<file path="config.mk">
export PLATFORM = sky130hd
export DESIGN_NAME = bist_pattern_engine
export DESIGN_NICKNAME = d
export VERILOG_FILES = /design/src/rtl/bist_pkg.sv /design/src/rtl/bist_tick_gen.sv /design/src/rtl/bist_pattern_engine.sv
export SDC_FILE = /design/constraint.sdc
export NUM_CORES = 1
export LEC_CHECK = 0
export CORE_ASPECT_RATIO = 1.2
export CORE_UTILIZATION = 60
export CTS_CLUSTER_DIAMETER = 100
export CTS_CLUSTER_SIZE = 25
export DETAILED_ROUTE_END_ITERATION = 7
export PLACE_DENSITY = 0.81
export SETUP_SLACK_MARGIN = 0.2
export SLEW_MARGIN = 30
export SYNTH_ARGS = -nofsm -noshare
export SYNTH_HDL_FRONTEND = slang
export SYNTH_SLANG_ARGS = --single-unit
</file>
<file path="constraint.sdc">
create_clock -name clk -period 2.3 [get_ports clk]
set_input_delay 0.23 -clock clk [delete_from_list [all_inputs] [get_ports clk]]
set_output_delay 0.23 -clock clk [all_outputs]
set_load 0.01 [all_outputs]
</file>
<file path="src/rtl/bist_pkg.sv">
// rtl/bist_pkg.sv - mode encodings, FSM states and default polynomial for the BIST LED engine
package bist_pkg;

    localparam logic [1:0] MODE_RING     = 2'd0;
    localparam logic [1:0] MODE_JOHNSON  = 2'd1;
    localparam logic [1:0] MODE_LFSR     = 2'd2;
    localparam logic [1:0] MODE_SELFTEST = 2'd3;

    typedef enum logic [1:0] {
        S_LOAD = 2'd0,
        S_RUN  = 2'd1,
        S_ST   = 2'd2,
        S_DONE = 2'd3
    } state_t;

    localparam logic [15:0] DEFAULT_TAPS = 16'hB400;
    localparam logic [15:0] DEFAULT_SEED = 16'h0001;

endpackage

</file>
<file path="src/rtl/bist_tick_gen.sv">
// rtl/bist_tick_gen.sv - free-running display-rate divider producing a one-cycle tick
module bist_tick_gen #(
    parameter int DIV = 50_000_000
) (
    input  logic clk,
    input  logic rst,
    output logic tick
);

    localparam int CW = (DIV > 1) ? $clog2(DIV) : 1;

    logic [CW-1:0] cnt;

    always_ff @(posedge clk) begin
        if (rst) begin
            cnt <= '0;
        end else if (cnt == CW'(DIV - 1)) begin
            cnt <= '0;
        end else begin
            cnt <= cnt + CW'(1);
        end
    end

    assign tick = (cnt == CW'(DIV - 1));

endmodule

</file>
<file path="src/rtl/bist_pattern_engine.sv">
// rtl/bist_pattern_engine.sv - ring/Johnson/LFSR LED pattern generator with MISR self-test
module bist_pattern_engine
    import bist_pkg::*;
#(
    parameter int               WIDTH    = 16,
    parameter int               DIV      = 50_000_000,
    parameter logic [WIDTH-1:0] TAPS     = WIDTH'(DEFAULT_TAPS),
    parameter logic [WIDTH-1:0] SEED     = WIDTH'(DEFAULT_SEED),
    parameter int               PATTERNS = 1024,
    parameter logic [WIDTH-1:0] GOLDEN   = '0
) (
    input  logic             clk,
    input  logic             rst,
    input  logic [1:0]       mode,
    input  logic             hold,
    input  logic             step,
    output logic [WIDTH-1:0] led,
    output logic             done,
    output logic             pass
);

    localparam int               CNT_W    = $clog2(PATTERNS + 1);
    localparam logic [WIDTH-1:0] SEED_EFF = (SEED == '0) ? WIDTH'(1) : SEED;

    state_t           state, state_n;
    logic [1:0]       mode_q, mode_q_n;
    logic [WIDTH-1:0] ring, ring_n, john, john_n, lfsr, lfsr_n, misr, misr_n, led_n;
    logic [CNT_W-1:0] pat_cnt, pat_cnt_n;
    logic             done_n, pass_n;
    logic             step_q, step_qq;
    logic             tick, tick_rst, step_rise, mode_chg, adv_run, adv_st;

    function automatic logic [WIDTH-1:0] galois(input logic [WIDTH-1:0] v);
        return (v >> 1) ^ (v[0] ? TAPS : '0);
    endfunction

    // The display divider restarts with every pattern load so ticks stay aligned to the seed.
    assign tick_rst = rst || (state == S_LOAD);

    bist_tick_gen #(.DIV(DIV)) u_tick_gen (
        .clk  (clk),
        .rst  (tick_rst),
        .tick (tick)
    );

    assign step_rise = step_q & ~step_qq;
    assign mode_chg  = (mode != mode_q);
    assign adv_run   = (tick & ~hold) | (hold & step_rise);
    assign adv_st    = ~hold | step_rise;

    always_ff @(posedge clk) begin
        if (rst) begin
            state   <= S_LOAD;
            mode_q  <= '0;
            ring    <= '0;
            john    <= '0;
            lfsr    <= '0;
            misr    <= '0;
            pat_cnt <= '0;
            led     <= '0;
            done    <= 1'b0;
            pass    <= 1'b0;
            step_q  <= 1'b0;
            step_qq <= 1'b0;
        end else begin
            state   <= state_n;
            mode_q  <= mode_q_n;
            ring    <= ring_n;
            john    <= john_n;
            lfsr    <= lfsr_n;
            misr    <= misr_n;
            pat_cnt <= pat_cnt_n;
            led     <= led_n;
            done    <= done_n;
            pass    <= pass_n;
            step_q  <= step;
            step_qq <= step_q;
        end
    end

    always_comb begin
        state_n   = state;
        mode_q_n  = mode_q;
        ring_n    = ring;
        john_n    = john;
        lfsr_n    = lfsr;
        misr_n    = misr;
        pat_cnt_n = pat_cnt;
        done_n    = done;
        pass_n    = pass;
        led_n     = '0;

        case (state)
            S_LOAD: begin
                ring_n    = WIDTH'(1);
                john_n    = '0;
                lfsr_n    = SEED_EFF;
                misr_n    = '0;
                pat_cnt_n = '0;
                done_n    = 1'b0;
                pass_n    = 1'b0;
                mode_q_n  = mode;
                state_n   = (mode == MODE_SELFTEST) ? S_ST : S_RUN;
            end
            S_RUN: begin
                if (mode_chg) begin
                    state_n = S_LOAD;
                end else if (adv_run) begin
                    ring_n = {ring[WIDTH-2:0], ring[WIDTH-1]};
                    john_n = {john[WIDTH-2:0], ~john[WIDTH-1]};
                    lfsr_n = galois(lfsr);
                end
            end
            S_ST: begin
                if (mode_chg) begin
                    state_n = S_LOAD;
                end else if (adv_st) begin
                    // Fold the pattern currently held, before the LFSR moves on.
                    misr_n    = galois(misr) ^ lfsr;
                    lfsr_n    = galois(lfsr);
                    pat_cnt_n = pat_cnt + CNT_W'(1);
                    if (pat_cnt == CNT_W'(PATTERNS - 1)) begin
                        state_n = S_DONE;
                        done_n  = 1'b1;
                        pass_n  = (misr_n == GOLDEN);
                    end
                end
            end
            S_DONE: begin
                if (mode_chg) begin
                    state_n = S_LOAD;
                end
            end
            default: state_n = S_LOAD;
        endcase

        case (state_n)
            S_RUN: begin
                case (mode_q_n)
                    MODE_RING:    led_n = ring_n;
                    MODE_JOHNSON: led_n = john_n;
                    default:      led_n = lfsr_n;
                endcase
            end
            S_ST:    led_n = misr_n;
            S_DONE:  led_n = pass_n ? '1 : misr_n;
            default: led_n = '0;
        endcase
    end

endmodule

</file>
# [After elaboration in Yosys (flattened, before gate mapping)]
# Cells that the tools add are included.
[op_classes] addsub=2 eq_ne=14 muxes=37 bitwise_logic=11 n_reduce_logical=9
[op_table] operator="16-bit two-way mux" n=13
[op_table] operator="16-bit case mux with 2 select lines" n=4
[op_table] operator="16-bit case mux with 3 select lines" n=2
[op_table] operator="15-bit by 16-bit bitwise XOR with 16-bit output" n=2
[op_table] operator="26-bit by 1-bit adder with 26-bit output, second input constant" n=1
[op_table] operator="26-bit == test, second input constant" n=1
[op_table] operator="11-bit two-way mux" n=2
[op_table] operator="11-bit case mux with 2 select lines" n=1
[op_table] operator="16-bit zero test" n=1
[op_table] operator="16-bit bitwise XOR" n=1
[op_table] operator="2-bit two-way mux" n=6
[op_table] operator="11-bit by 1-bit adder with 11-bit output, second input constant" n=1
[op_table] operator="11-bit by 10-bit == test with 1-bit output, second input constant" n=1
[op_table] operator="2-bit == test, second input constant" n=5
[op_table] operator="2-bit by 1-bit == test with 1-bit output, second input constant" n=3
[op_table] operator="1-bit two-way mux" n=6
[op_table] operator="2-bit != test, second input constant" n=3
[op_table] operator="2-bit case mux with 3 select lines" n=1
[op_table] operator="2-bit zero test" n=2
[op_table] operator="1-bit case mux with 2 select lines" n=2
[op_table] operator="4-bit AND reduction" n=1
[op_table] operator="2-bit OR reduction" n=2
[op_table] operator="1-bit bitwise AND" n=3
[op_table] operator="1-bit NOT" n=3
[op_table] operator="other kinds (5)" n=6
[word_totals] regBits=125 inputBits=6 out_inout_bits=18 wordCells=86

# [Longest topological paths before layout]
[depth] depth_word=10 depth_mapped=9 depth_no_buf=8

# [By module]
# Synthesis repeated with hierarchy kept, for this count alone.
[hier_totals] hier_cells=715 hier_area_um2=6444.9
[modules_own_cells] module="bist_pattern_engine" instances=1 cells_per_inst=568 area_each_um2=5187.5 seq_area_each_um2=1981.9
[modules_own_cells] module="bist_tick_gen" instances=1 cells_per_inst=147 area_each_um2=1257.5 seq_area_each_um2=520.5

# [Least setup slack after synthesis]
# No wires, ideal clock.
[synth_path] kind="flip-flop to flip-flop" from="reg state[0]" to="reg led[12]" setup_time_ns=0.114 t_arrival_ns=2.021 required_ns=2.186 path_slack_ns=0.165 stages_incl_launch_ff=7 n_path_buf=0 period_less_slack_ns=2.135 cell_sequence="dfxtp_1 -> nor2_1 -> mux2i_2 -> mux2_2 -> a221oi_1 -> a211oi_1 -> a21o_1"
[synth_between] elab_chain_cells=6 word_cells_on_any_way=24 cone_classes="eq/ne: 7; mux: 14; reduce/logical: 3"
[synth_lines] element="from (decl)" line_no="bist_pattern_engine.sv:25" rtl="state_t state, state_n;"
[synth_lines] element="from (signal assigned)" line_no="bist_pattern_engine.sv:66" rtl="state <= state_n;"
[synth_lines] element="2-bit two-way mux" line_no="bist_pattern_engine.sv:122" rtl="if (pat_cnt == CNT_W'(PATTERNS - 1)) begin"
[synth_lines] element="2-bit two-way mux" line_no="bist_pattern_engine.sv:117" rtl="end else if (adv_st) begin"
[synth_lines] element="2-bit two-way mux" line_no="bist_pattern_engine.sv:115" rtl="if (mode_chg) begin"
[synth_lines] element="2-bit case mux with 3 select lines" line_no="bist_pattern_engine.sv:93" rtl="case (state)"
[synth_lines] element="2-bit == test or 2-bit by 1-bit == test with 1-bit output (tied branches)" line_no="bist_pattern_engine.sv:137" rtl="case (state_n)"
[synth_lines] element="16-bit case mux with 3 select lines *" line_no="bist_pattern_engine.sv:137"
[synth_lines] element="to (signal assigned)" line_no="bist_pattern_engine.sv:73" rtl="led <= led_n;"
[synth_lines] element="to (decl)" line_no="bist_pattern_engine.sv:17" rtl="output logic [WIDTH-1:0] led,"
# Every way passes the cells marked *; elsewhere a longest branch is shown, timed or not.
# A chain may end at the register's enable or synchronous reset.

# [Final worst setup path]
[layout_path] from="reg u_tick_gen.cnt[22]" to="reg led[4]"
[layout_between] elab_chain_cells=8 word_cells_on_any_way=14 cone_classes="eq/ne: 1; mux: 11; bitwise: 2"
[layout_lines] element="from (decl)" line_no="bist_tick_gen.sv:12" rtl="logic [CW-1:0] cnt;"
[layout_lines] element="from (signal assigned)" line_no="bist_tick_gen.sv:20" rtl="cnt <= cnt + CW'(1);"
[layout_lines] element="26-bit == test *" line_no="bist_tick_gen.sv:24" rtl="assign tick = (cnt == CW'(DIV - 1));"
[layout_lines] element="1-bit bitwise AND *" line_no="bist_pattern_engine.sv:48" rtl="assign adv_run = (tick & ~hold) | (hold & step_rise);"
[layout_lines] element="1-bit OR *" line_no="bist_pattern_engine.sv:48"
[layout_lines] element="16-bit two-way mux" line_no="bist_pattern_engine.sv:108" rtl="end else if (adv_run) begin"
[layout_lines] element="16-bit two-way mux" line_no="bist_pattern_engine.sv:106" rtl="if (mode_chg) begin"
[layout_lines] element="16-bit case mux with 3 select lines or 16-bit case mux with 2 select lines (tied branches)" line_no="bist_pattern_engine.sv:93"
[layout_lines] element="16-bit case mux with 2 select lines *" line_no="bist_pattern_engine.sv:139" rtl="case (mode_q_n)"
[layout_lines] element="16-bit case mux with 3 select lines *" line_no="bist_pattern_engine.sv:137"
# Marks and branches as above.

==> metrics.md <==
| Metric | Value |
|---|---|
| Status | finished with violations |
| Failing checks | design-rule violations, negative setup slack |
| Syn Nets | between 600 and 700 |
| DRT iter0 DRCs | 1008 |
| Routed WL | approximately 26 mm |
| Filler cell count | 285 |
| Final Util | 0.926 |
| Slew headroom | 0.413 |
| Worst hold slack | about 0.24 ns |
| Max frequency | between 300 and 400 MHz |
| Final setup violation count | 37 |
| CTS Buffer Depth | 2 |
| Pwr Density | approximately 700 nW/um^2 |
| DP HPWL | 10.2 mm |
| Cell mode on critical path | buf_12 |
| Most common cell after layout, fill and taps aside | buf_4 |
| Yosys reg bits | 125 |
| Largest net degree at the start of global routing | 36 |
| Die Area | a little under 10000 sq um |
| Routed wire per std cell | 28.8 um |
| Crit-path max FO | 6 |
| Final hold vios | 0 |
| Tot Pwr | 5.98 mW |
| Avg Inst Size Synth | 9.00 sq um |
| Share of the synthesized area in the top cell type | 0.448 |
| Total Routing Usage GR | 0.431 |
| Most frequent cells in the layout | buf_4 (110), dfxtp_1 (104), nor2_1 (94) |
| Synth Flop Type | dfxtp_1 |
| CTS sink cnt | ~130 |
| Setup ws final | -0.471 ns |
| Initial antenna violation count | 0 |
| Via Count | 6486 |
| Die width | 90.1 um |
| Drt first pass iters | 8 |
| Tcrit/Tclk final | 1.20 |
| Drt drc | 27 |
| Synthesized area | between 5000 and 6000 sq um |
| Startpoint Class | flop |
| CP max stage delay | 0.43 ns |
| Clock insertion delay at the later pin of the skew report | around 0.57 ns |
| Leakage | 3.33 nW |
| Post-route design area | 8370 sq um |
| Layout area overhead | 49.7% |
| Clock slew at reported path FFs | 0.06 ns |
| Worst slew pin tran | roughly 0.9 ns |
| Ports | 24 |
| Distinct cells, synth | between 60 and 70 |
| Type of the worst setup path | reg -> reg |
| WP data arrival | 3.26 ns |
| Share of cells above drive strength 1 | 0.420 |
| Vias in the first global route | 5999 |
| Worst clock skew | 0.0117 ns |
| DRT antenna net count | 0 |
| Placer Congestion | about 0.9 |
| Multi-input gate area | 3520 sq um |
| Final Max Slew Viols | 0 |
| RSZ-0062 raised after global routing | yes |
| Nets@finish | 776 |
| Ys async rst share | 0 |
| CTS buffer count | 17 |
| Endpoint type of the worst setup path | flop |
| DIE HEIGHT | 108 um |
| Post-synth EDFFs | 0 |
| Placement row count | 38 |
| CP required | 2.79 ns |
| Via/cell ratio | 7.20 |
| Crit-path slowest cell | a21oi_1 |
| Inserted Diodes | 0 |
| DP Area | roughly 6400 sq um |
| Max cap viols | 0 |
| CTS tree | done |
| Yosys top cell by area | dfxtp_1 |
| Gr ovfl total | 0 |
| Ranking of synthesized cells by area | dfxtp_1 (45%), nor2_1 (7.8%), a22oi_1 (7.7%) |
| Mapped Cells | 621 |
| CP Cell Sequence | nand4_1, buf_4, nor3_4, a21oi_2, nor4_4, clkbuf_16, buf_12, buf_12, a22oi_2, a21oi_1, a32o_1 |
| CTS root buf | clkbuf_8 |
| Seq/Total Area, Yosys | 0.448 |
| Min-Delay Path Class | in -> reg |
| H-tree Lvls | 4 |
| Area of the core | 9030 sq um |
| First-pass GRT wire length | 31.8 mm |
| Reg area | around 2500 sq um |
| VDD IR-drop max | around 700 uV |
| Initial Utilization | 0.619 |
| IO buf count | 23 |
| Final min period | 2.77 ns |
| Yosys warns | 0 |
## where the power goes
part / total, mW / switching [mW] / leakage, nW / internal, mW
combinational: 0.954 / 0.586 / 2.02 / 0.368
sequential: 2.24 / 0.0325 / 1.02 / 2.20
clock: 2.79 / 1.06 / 0.292 / 1.73
## final timing paths
check,endpoint,slack (ns),from,cells after the start
max reg2reg,led[4]$_SDFF_PP0_,-0.47,u_tick_gen.cnt[22]$_SDFF_PP0_,11
max,led[4]$_SDFF_PP0_,-0.47,u_tick_gen.cnt[22]$_SDFF_PP0_,11
min,step_q$_SDFF_PP0_,0.24,step,2
min reg2reg,step_qq$_SDFF_PP0_,0.52,step_q$_SDFF_PP0_,1
## final cells by class
type | instances | share of cell area
clock inverters | 12 | 0.0170
well taps | 120 | 0.0179
multi-input cells | 453 | 0.421
inverters | 7 | 0.00314
flip-flops and latches | 125 | 0.303
clock buffers | 20 | 0.0544
repair buffers | 164 | 0.183
## logic make-up (layout without fill, tap and decap cells)
| logic type | after synthesis | count (layout) | synth area share |
|---|---|---|---|
| fa+ha+maj | 2 | 2 | 0.00448 |
| flops | 125 | 125 | 0.448 |
| xor+xnor | 53 | 53 | 0.0831 |
| compound gates | 142 | 143 | 0.189 |
| simple gates | 240 | 243 | 0.213 |
| buf+inv | 47 | 203 | 0.0394 |
| mux | 12 | 12 | 0.0235 |
## worst max-delay path, delay by kind of cell (launching register included)
| kind | cells | cell delay [ns] |
|---|---|---|
| buf+inv | 4 | 0.70 |
| simple gates | 3 | 0.69 |
| flops | 1 | 0.42 |
| compound gates | 4 | 0.88 |
## flip-flops by register name (all words and copies together), names as in the netlist
| register | count |
|---|---|
| u_tick_gen.cnt | 26 |
| step_qq | 1 |
| step_q | 1 |
| pass | 1 |
| misr | 16 |
| state | 2 |
| pat_cnt | 11 |
| lfsr | 16 |
| led | 16 |
| ring | 16 |
| mode_q | 2 |
| done | 1 |
| john | 16 |
## through the flow
step           worst slack [ns]  setup TNS (ns)  cells
2_1_floorplan             0.196               0    621
3_3_place_gp             -0.172           -2.30    801
3_5_place_dp             -0.287           -4.56    801
4_1_cts                  0.0585               0    876
5_1_grt                  -0.466           -5.04    901
6_report                 -0.471           -4.42    901
## per-layer routing
metal / GRT usage / vias up / wire length [um]
li1: - / 2521 / -
met2: 0.690 / 683 / 11400
met3: 0.150 / 292 / 3190
met1: 0.462 / 2990 / 8610
met5: 0 / - / 0
met4: 0.353 / 0 / 2790
## synth_stat cells, drive strengths merged (4+ instances only)
master,number
nor2b,12
a22oi,57
mux2,6
or2,6
nand4,10
clkbuf,26
nor4,6
nor2,117
mux2i,6
and3,4
a221oi,4
dfxtp,125
inv,7
nand2,40
buf,14
nand3,19
a32o,9
and2,4
a211oi,4
nor3,5
a21o,6
a21oi,21
xor2,39
o21ai,19
or3,4
xnor2,14
a22o,4
## timing repair
| action | CTS | global route |
|---|---|---|
| resized for setup | 70 | 112 |
| setup buffers | 36 | 23 |
| endpoints found under the setup margin | 45 | 64 |
| gates cloned | 6 | 2 |
| hold buffers | 1 | 0 |
| endpoints found under the hold margin | 6 | 0 |
| pin swaps | 40 | 51 |
No activity file was read; power rests on OpenSTA's default activity.
